===== src/rtl/ltf_monitor.sv =====
// ltf_monitor: passive lamp-bus checker; latches the first fault (code + lowest semaphore) until fault_clr.
// Optional stuck-lamp watchdog compiled in with `define LTF_MON_STUCK_EN (MAX_HOLD unused otherwise).
module ltf_monitor #(
  parameter int N_SEM    = 4,
  parameter int MAX_HOLD = 64
) (
  input  logic                       clk,
  input  logic                       rst,
  input  logic [N_SEM-1:0][0:2]      ltfs,
  input  logic                       attention,
  input  logic                       fault_clr,
  output logic                       fault,
  output logic [2:0]                 fault_code,
  output logic [$clog2(N_SEM)-1:0]   fault_sem,
  output logic [N_SEM-1:0]           active
);

  localparam int SEM_W = $clog2(N_SEM);
  localparam logic [2:0] P_OFF = 3'b000;
  localparam logic [2:0] P_RED = 3'b100;
  localparam logic [2:0] P_YEL = 3'b010;
  localparam logic [2:0] P_GRN = 3'b001;

  logic [N_SEM-1:0][2:0] prev_q, prev_d;
  logic [N_SEM-1:0]      active_q, active_d;
  logic                  fault_q, fault_d;
  logic [2:0]            fault_code_q, fault_code_d;
  logic [SEM_W-1:0]      fault_sem_q, fault_sem_d;

  logic [N_SEM-1:0] is_grn, v_ill, v_trn, v_sta, v_stk;
  logic             v_grn;
  logic             viol;
  logic [2:0]       new_code;
  logic [SEM_W-1:0] new_sem;

  function automatic logic [SEM_W-1:0] lowest(input logic [N_SEM-1:0] v);
    lowest = '0;
    for (int i = N_SEM - 1; i >= 0; i--) begin
      if (v[i]) lowest = SEM_W'(i);
    end
  endfunction

  always_comb begin
    logic [2:0] cur;
    logic [2:0] pv;
    logic       cur_ok;
    logic       step_ok;
    is_grn = '0;
    v_ill  = '0;
    v_trn  = '0;
    v_sta  = '0;
    for (int i = 0; i < N_SEM; i++) begin
      cur     = ltfs[i];
      pv      = prev_q[i];
      cur_ok  = (cur == P_OFF) || (cur == P_RED) || (cur == P_YEL) || (cur == P_GRN);
      step_ok = (cur == pv) ||
                (pv == P_OFF && cur == P_RED) || (pv == P_RED && cur == P_GRN) ||
                (pv == P_GRN && cur == P_YEL) || (pv == P_YEL && cur == P_RED);
      // Attention mode: anything legal may drop to yellow, and yellow may blink off.
      if (attention) begin
        step_ok = step_ok || (pv == P_YEL && cur == P_OFF) ||
                  (cur == P_YEL && ((pv == P_OFF) || (pv == P_RED) || (pv == P_YEL) || (pv == P_GRN)));
      end
      is_grn[i] = (cur == P_GRN);
      v_ill[i]  = !cur_ok;
      v_trn[i]  = cur_ok && !step_ok;
    end
    for (int i = 1; i < N_SEM; i++) begin
      v_sta[i] = (prev_q[i] == P_OFF) && (ltfs[i] != P_OFF) && !active_q[i-1];
    end
  end

  assign v_grn = ($countones(is_grn) > 1);

`ifdef LTF_MON_STUCK_EN
  localparam int CNT_W = $clog2(MAX_HOLD + 1);
  logic [N_SEM-1:0][CNT_W-1:0] hold_cnt_q, hold_cnt_d;

  always_comb begin
    hold_cnt_d = hold_cnt_q;
    v_stk      = '0;
    for (int i = 0; i < N_SEM; i++) begin
      if (ltfs[i] == prev_q[i] && ltfs[i] != P_OFF && !attention) begin
        if (hold_cnt_q[i] < CNT_W'(MAX_HOLD)) hold_cnt_d[i] = hold_cnt_q[i] + CNT_W'(1);
        v_stk[i] = (hold_cnt_q[i] == CNT_W'(MAX_HOLD - 1));
      end else begin
        hold_cnt_d[i] = (ltfs[i] != P_OFF) ? CNT_W'(1) : '0;
      end
    end
  end

  always_ff @(posedge clk or negedge rst) begin
    if (!rst) hold_cnt_q <= '0;
    else      hold_cnt_q <= hold_cnt_d;
  end
`else
  assign v_stk = '0;
`endif

  always_comb begin
    viol     = 1'b1;
    new_code = 3'd0;
    new_sem  = '0;
    if (v_grn) begin
      new_code = 3'd1; new_sem = lowest(is_grn);
    end else if (|v_ill) begin
      new_code = 3'd2; new_sem = lowest(v_ill);
    end else if (|v_trn) begin
      new_code = 3'd3; new_sem = lowest(v_trn);
    end else if (|v_sta) begin
      new_code = 3'd5; new_sem = lowest(v_sta);
    end else if (|v_stk) begin
      new_code = 3'd4; new_sem = lowest(v_stk);
    end else begin
      viol = 1'b0;
    end

    fault_d      = fault_q;
    fault_code_d = fault_code_q;
    fault_sem_d  = fault_sem_q;
    // A fresh violation beats a clear landing on the same edge.
    if (viol && (!fault_q || fault_clr)) begin
      fault_d      = 1'b1;
      fault_code_d = new_code;
      fault_sem_d  = new_sem;
    end else if (fault_clr) begin
      fault_d      = 1'b0;
      fault_code_d = 3'd0;
      fault_sem_d  = '0;
    end

    for (int i = 0; i < N_SEM; i++) begin
      prev_d[i]   = ltfs[i];
      active_d[i] = active_q[i] | (ltfs[i] != P_OFF);
    end
  end

  always_ff @(posedge clk or negedge rst) begin
    if (!rst) begin
      prev_q       <= '0;
      active_q     <= '0;
      fault_q      <= 1'b0;
      fault_code_q <= 3'd0;
      fault_sem_q  <= '0;
    end else begin
      prev_q       <= prev_d;
      active_q     <= active_d;
      fault_q      <= fault_d;
      fault_code_q <= fault_code_d;
      fault_sem_q  <= fault_sem_d;
    end
  end

  assign fault      = fault_q;
  assign fault_code = fault_code_q;
  assign fault_sem  = fault_sem_q;
  assign active     = active_q;

endmodule

===== config.mk =====
export PLATFORM = sky130hd
export DESIGN_NAME = ltf_monitor
export DESIGN_NICKNAME = d
export VERILOG_FILES = /design/src/rtl/ltf_monitor.sv
export SDC_FILE = /design/constraint.sdc
export NUM_CORES = 1
export LEC_CHECK = 0
export CAP_MARGIN = 20
export CORE_ASPECT_RATIO = 0.75
export CORE_MARGIN = 1.5
export CORE_UTILIZATION = 40
export DETAILED_ROUTE_END_ITERATION = 16
export PLACE_DENSITY = 0.62
export SLEW_MARGIN = 40
export SYNTH_ARGS = -nofsm -noshare
export SYNTH_HDL_FRONTEND = slang
export SYNTH_SLANG_ARGS = --single-unit

===== constraint.sdc =====
create_clock -name clk -period 5.3 [get_ports clk]
set_input_delay 1.06 -clock clk [delete_from_list [all_inputs] [get_ports clk]]
set_output_delay 1.06 -clock clk [all_outputs]
set_load 0.005 [all_outputs]

==> results of run 1 <==
kinds of logic after synthesis:
logic type	after synthesis	share of synthesized area
simple gates	73	0.280
buf+inv	17	0.0440
xor+xnor	2	0.0116
compound gates	53	0.273
mux	1	0.00664
fa+ha+maj	2	0.0199
flops	22	0.365
final cells by class:
cell class              count  area (sq um)  share of cell area
well taps                  52          65.1              0.0354
repair buffers             25           245               0.133
clock buffers               4          55.1              0.0299
inverters                   9          33.8              0.0184
flip-flops and latches     22           551               0.299
multi-input cells         131           891               0.484
metal layers:
layer  vias up  routed length, microns  track usage
li1        685                       -            -
met1       676                    1850        0.306
met2        44                    1610        0.279
met3         4                     219       0.0489
met4         0                      27       0.0265
met5         -                       0            0
cells in the final DEF (no fill, tap or decap), types with 2 or more instances in the layout:
cell type,count
a211oi_1,2
a21oi_1,6
a221oi_1,2
a31oi_1,4
clkbuf_8,4
clkdlybuf4s50_1,24
dfrtp_1,22
inv_1,9
nand2_1,16
nand2b_1,2
nand3_1,3
nand3b_1,4
nor2_1,11
nor2b_1,4
nor3_1,7
nor3b_1,4
nor4_1,3
nor4b_1,2
o21a_1,2
o21ai_0,6
o21ai_1,6
o21bai_1,3
o221ai_1,2
o22ai_1,2
or2_2,2
or3_1,3
or4_1,2
xor2_1,2
registers in the layout (all words and copies together), names as in the netlist:
| signal | cells |
|---|---|
| active | 4 |
| fault_code | 3 |
| fault_sem | 2 |
| fault | 1 |
| prev_q | 12 |
worst paths after layout:
check	to	slack, ns
worst max register to register	fault_code[2]	3.17
worst min register to register	active[3]	0.48
max in group asynchronous	prev_q[2]	4.21
min in group asynchronous	prev_q[11]	0.75
worst min-delay path	active[3]	0.48
worst max-delay path	fault_sem[0]	1.90
through the flow:
stage	utilization	cell area (sq um)	power [W]	worst slack [ns]
floorplan	-	1510	0.000236	2.38
global placement	0.492	1790	0.000272	1.64
detailed placement	0.491	1790	0.000274	1.66
CTS	0.506	1840	0.000396	1.93
global route	0.506	1840	0.000416	1.71
finish	0.506	1840	0.000394	1.90
report_power, final:
part	leakage [nW]	internal [W]	switching [W]
clock network	0.0288	0.0000663	0.0000572
registers	0.248	0.000176	0.00000988
logic	0.395	0.0000395	0.0000456
==> flow_summary.ini, run 1 <==
[run_status]
status = completed

[logic_synthesis]
netlist_area_sq_mm = 0.00151
synthTopCellsByCount = dfrtp_1 (22), nand2_1 (16), nor2_1 (11), inv_1 (9), nor3_1 (7)
ys_warn_count = 0
synth.most_common_cell = dfrtp_1
syn_nets = 187
synth_top_cell_by_area = dfrtp_1
async_reset_ff_frac = 1.00
synthCells = 170
ys_seq_area_frac = 0.365
ys.flop_type = dfrtp_1
synth_top_cell_area_share = 0.365
synthDistinctLibCells = 59
syn_avg_cell_area_sq_um = 8.87
synth_area_leaders = dfrtp_1 (37%), nand2_1 (4.0%), nor2_1 (2.7%)
synth.ff_latch_count = 22
synth-edff-count = 0

[clock_tree]
cts_made_buffers = 3
cts.path.max_buffers = 2
h-tree-depth = 1
postCtsResizedCells = 0
post_cts_buffers = 0
clockRootBuffer = clkbuf_8
tritoncts = built
postCtsHoldBufs = 0
clk_latency_ns = 0.27
path_clk_slew_ns = 0.08
cts_sinks = 22

[route]
dr.pass1.iters = 4
wirelength_microns = 3700
vias = 1409
ant_nets = 0
route.detailed.wl_per_inst_microns = 15.2
via_per_inst = 5.80
drtIter0Drc = 113
drc = 0

[power_and_ir_drop]
leakage_nw = 0.672
ir_drop_mv = 0.135
p_per_area_mw_per_mm2 = 214

[worst_setup_path]
worstSetupPathType = in2reg
cpLargestDelayFamily = simple AND/OR/NAND/NOR gates
worstRegToRegCells = 6
required_ns = 5.47
cpMostUsedCell = nand2_1
path_buf_inv = 1
path_max_fanout = 8
critPathSlowestCell = fa_1
end_kind = flop
startpoint_type = primary input
r2r-start = prev_q[6]
path_cells = clkdlybuf4s50_1 -> nor2_1 -> nand2_1 -> fa_1 -> o21a_1 -> nand2_1 -> or3_1 -> a31o_1 -> o221ai_1
crit_cells = 9
max_stage_delay_ns = 0.57
crit_start = ltfs[2]
critPathArrivalTime_ns = 3.57

[layout]
nets = 209
fillerInstances = 340
diodes = 0
drive_gt1_frac = 0.0733
fin_cells = 243
syn2layout_area_growth_pct = 22.1

[global_route]
grt_start_max_net_pins = 23
grt_use_total = 0.197
grt_first_pass_wirelength_microns = 6350
grt_pass1_vias = 1291
gr-total-overflow = 0
antenna_found_initial = 0

[die]
io_pins = 26
core_sq_mm = 0.00364
die_h_microns = 56.2
die_x_microns = 73.9
start_util = 0.415
rows = 19
dieArea_sq_mm = 0.00415

[sta]
period_share = 0.642
fin_hold_ws_ns = 0.483
tightest_slew_ns = 0.557
report.final.setup_viol = 0
relSlewSlack = 0.619
final.min_clock_period_ns = 3.40
maxSlewViolCount = 0
rsz0062_at_grt = no
clock.fmax_mhz = 294
setup_tns_ns = 0
skew_ns = 0.00785
hold_viol_final = 0

[placed_design]
dp_hpwl_microns = 2830
dp.cells = 239
gp_congestion = 0.884
io_buffers = 25

[min_path]
hold_start = active[3]
worstHoldPathCells = 1
hold_path.class = reg2reg

[flow_run]
max_cap_viol_count = 0
(Power assumes the default switching activity.)
==> run 2, diff against run 1 <==
clock period = 3.48 ns   (was 5.3 ns; I/O delays follow)
==> flow_summary.ini, run 2 (synthesized netlist as in run 1, its figures left out) <==
[run_status]
status = completed

[worst_setup_path]
critPathSlowestCell = clkdlybuf4s50_1
worstSetupPathType = in2reg
end_kind = flop
startpoint_type = primary input
required_ns = 3.64
max_stage_delay_ns = 0.54
path_cells = clkdlybuf4s50_1 -> nor2_1 -> nand2_1 -> fa_1 -> o21ai_1 -> nor4_2 -> a41oi_2 -> a2bb2o_4
path_buf_inv = 1
cpLargestDelayFamily = compound AO/OA/AOI/OAI gates
critPathArrivalTime_ns = 3.07
path_max_fanout = 8

[route]
vias = 1432
via_per_inst = 5.75
drtIter0Drc = 151
wirelength_microns = 3760
dr.pass1.iters = 4
ant_nets = 0
route.detailed.wl_per_inst_microns = 15.1
drc = 0

[layout]
largest_register_ff_count = 12
layout_commonest_cell = clkdlybuf4s50_1
syn2layout_area_growth_pct = 25.1
final_cell_mix = clkdlybuf4s50_1 (24), dfrtp_1 (22), nand2_1 (16)
nets = 215
largest_register = prev_q
fin_cells = 249
drive_gt1_frac = 0.102
diodes = 0

[sta]
period_share = 0.837
final.min_clock_period_ns = 2.91
relSlewSlack = 0.621
setup_tns_ns = 0
maxSlewViolCount = 0
rsz0062_at_grt = no
hold_viol_final = 0
skew_ns = 0.00233
tightest_slew_ns = 0.554
report.final.setup_viol = 0
clock.fmax_mhz = 343

[global_route]
grt_start_max_net_pins = 23
grt_use_total = 0.199
gr-total-overflow = 0
grt_first_pass_wirelength_microns = 6350
antenna_found_initial = 0
grt_pass1_vias = 1363

[clock_tree]
cts.path.max_buffers = 2
postCtsHoldBufs = 0
clockRootBuffer = clkbuf_8
cts_sinks = 22
post_cts_buffers = 0
postCtsResizedCells = 0
clk_latency_ns = 0.26
cts_made_buffers = 3
h-tree-depth = 1
path_clk_slew_ns = 0.08
tritoncts = built

[placed_design]
gp_congestion = 0.882
dp_hpwl_microns = 2940
io_buffers = 25
dp.cells = 245

[die]
die_h_microns = 56.2
core_sq_mm = 0.00364
start_util = 0.415
dieArea_sq_mm = 0.00415
die_x_microns = 73.9
rows = 19
io_pins = 26

[power_and_ir_drop]
p_per_area_mw_per_mm2 = 320
ir_drop_mv = 0.154
leakage_nw = 0.701

[min_path]
hold_path.class = in2async

[flow_run]
max_cap_viol_count = 0
-- run 2: final cells by class --
cell class,instances,area (sq um)
Clock buffer,4,55.1
Tap cell,52,65.1
Multi-Input combinational cell,131,891
Sequential cell,22,551
Fill cell,346,1750
Inverter,9,33.8
Timing Repair Buffer,31,290
-- run 2: per-stage QoR --
step	setup slack, ns	hold slack [ns]	instance area [sq um]	power [W]	util
after detailed placement	0.327	0.460	1830	0.000423	0.503
after global routing	0.373	0.432	1890	0.000638	0.518
after floorplan	0.926	0.400	1510	0.000360	-
after CTS	0.612	0.408	1890	0.000612	0.518
final	0.568	0.396	1890	0.000604	0.518
after global placement	0.375	0.451	1840	0.000420	0.505
-- run 2: worst paths after layout --
| kind | from | slack [ns] | cells past startpoint | endpoint |
|---|---|---|---|---|
| min in group clk | active[3] | 0.47 | 1 | active[3] |
| setup reg to reg | prev_q[8] | 1.28 | 6 | fault |
| setup / recovery | ltfs[2] | 0.57 | 8 | fault_code[2] |
| hold reg to reg | active[3] | 0.47 | 1 | active[3] |
| max in group asynchronous | rst | 2.74 | 1 | prev_q[2] |
| hold / removal | rst | 0.40 | 1 | prev_q[7] |
-- run 2: where the power goes --
group	internal (W)	switching [W]	total, W
Combinational	0.0000646	0.0000713	0.000136
Sequential	0.000268	0.0000144	0.000282
Clock	0.000101	0.0000846	0.000186
-- run 2: layer usage --
layer / vias to the layer above / share of wire / track usage
li1: 695 / - / -
met4: 0 / 0.017 / 0.0503
met3: 6 / 0.061 / 0.0562
met1: 683 / 0.48 / 0.263
met2: 48 / 0.44 / 0.318
met5: - / 0 / 0
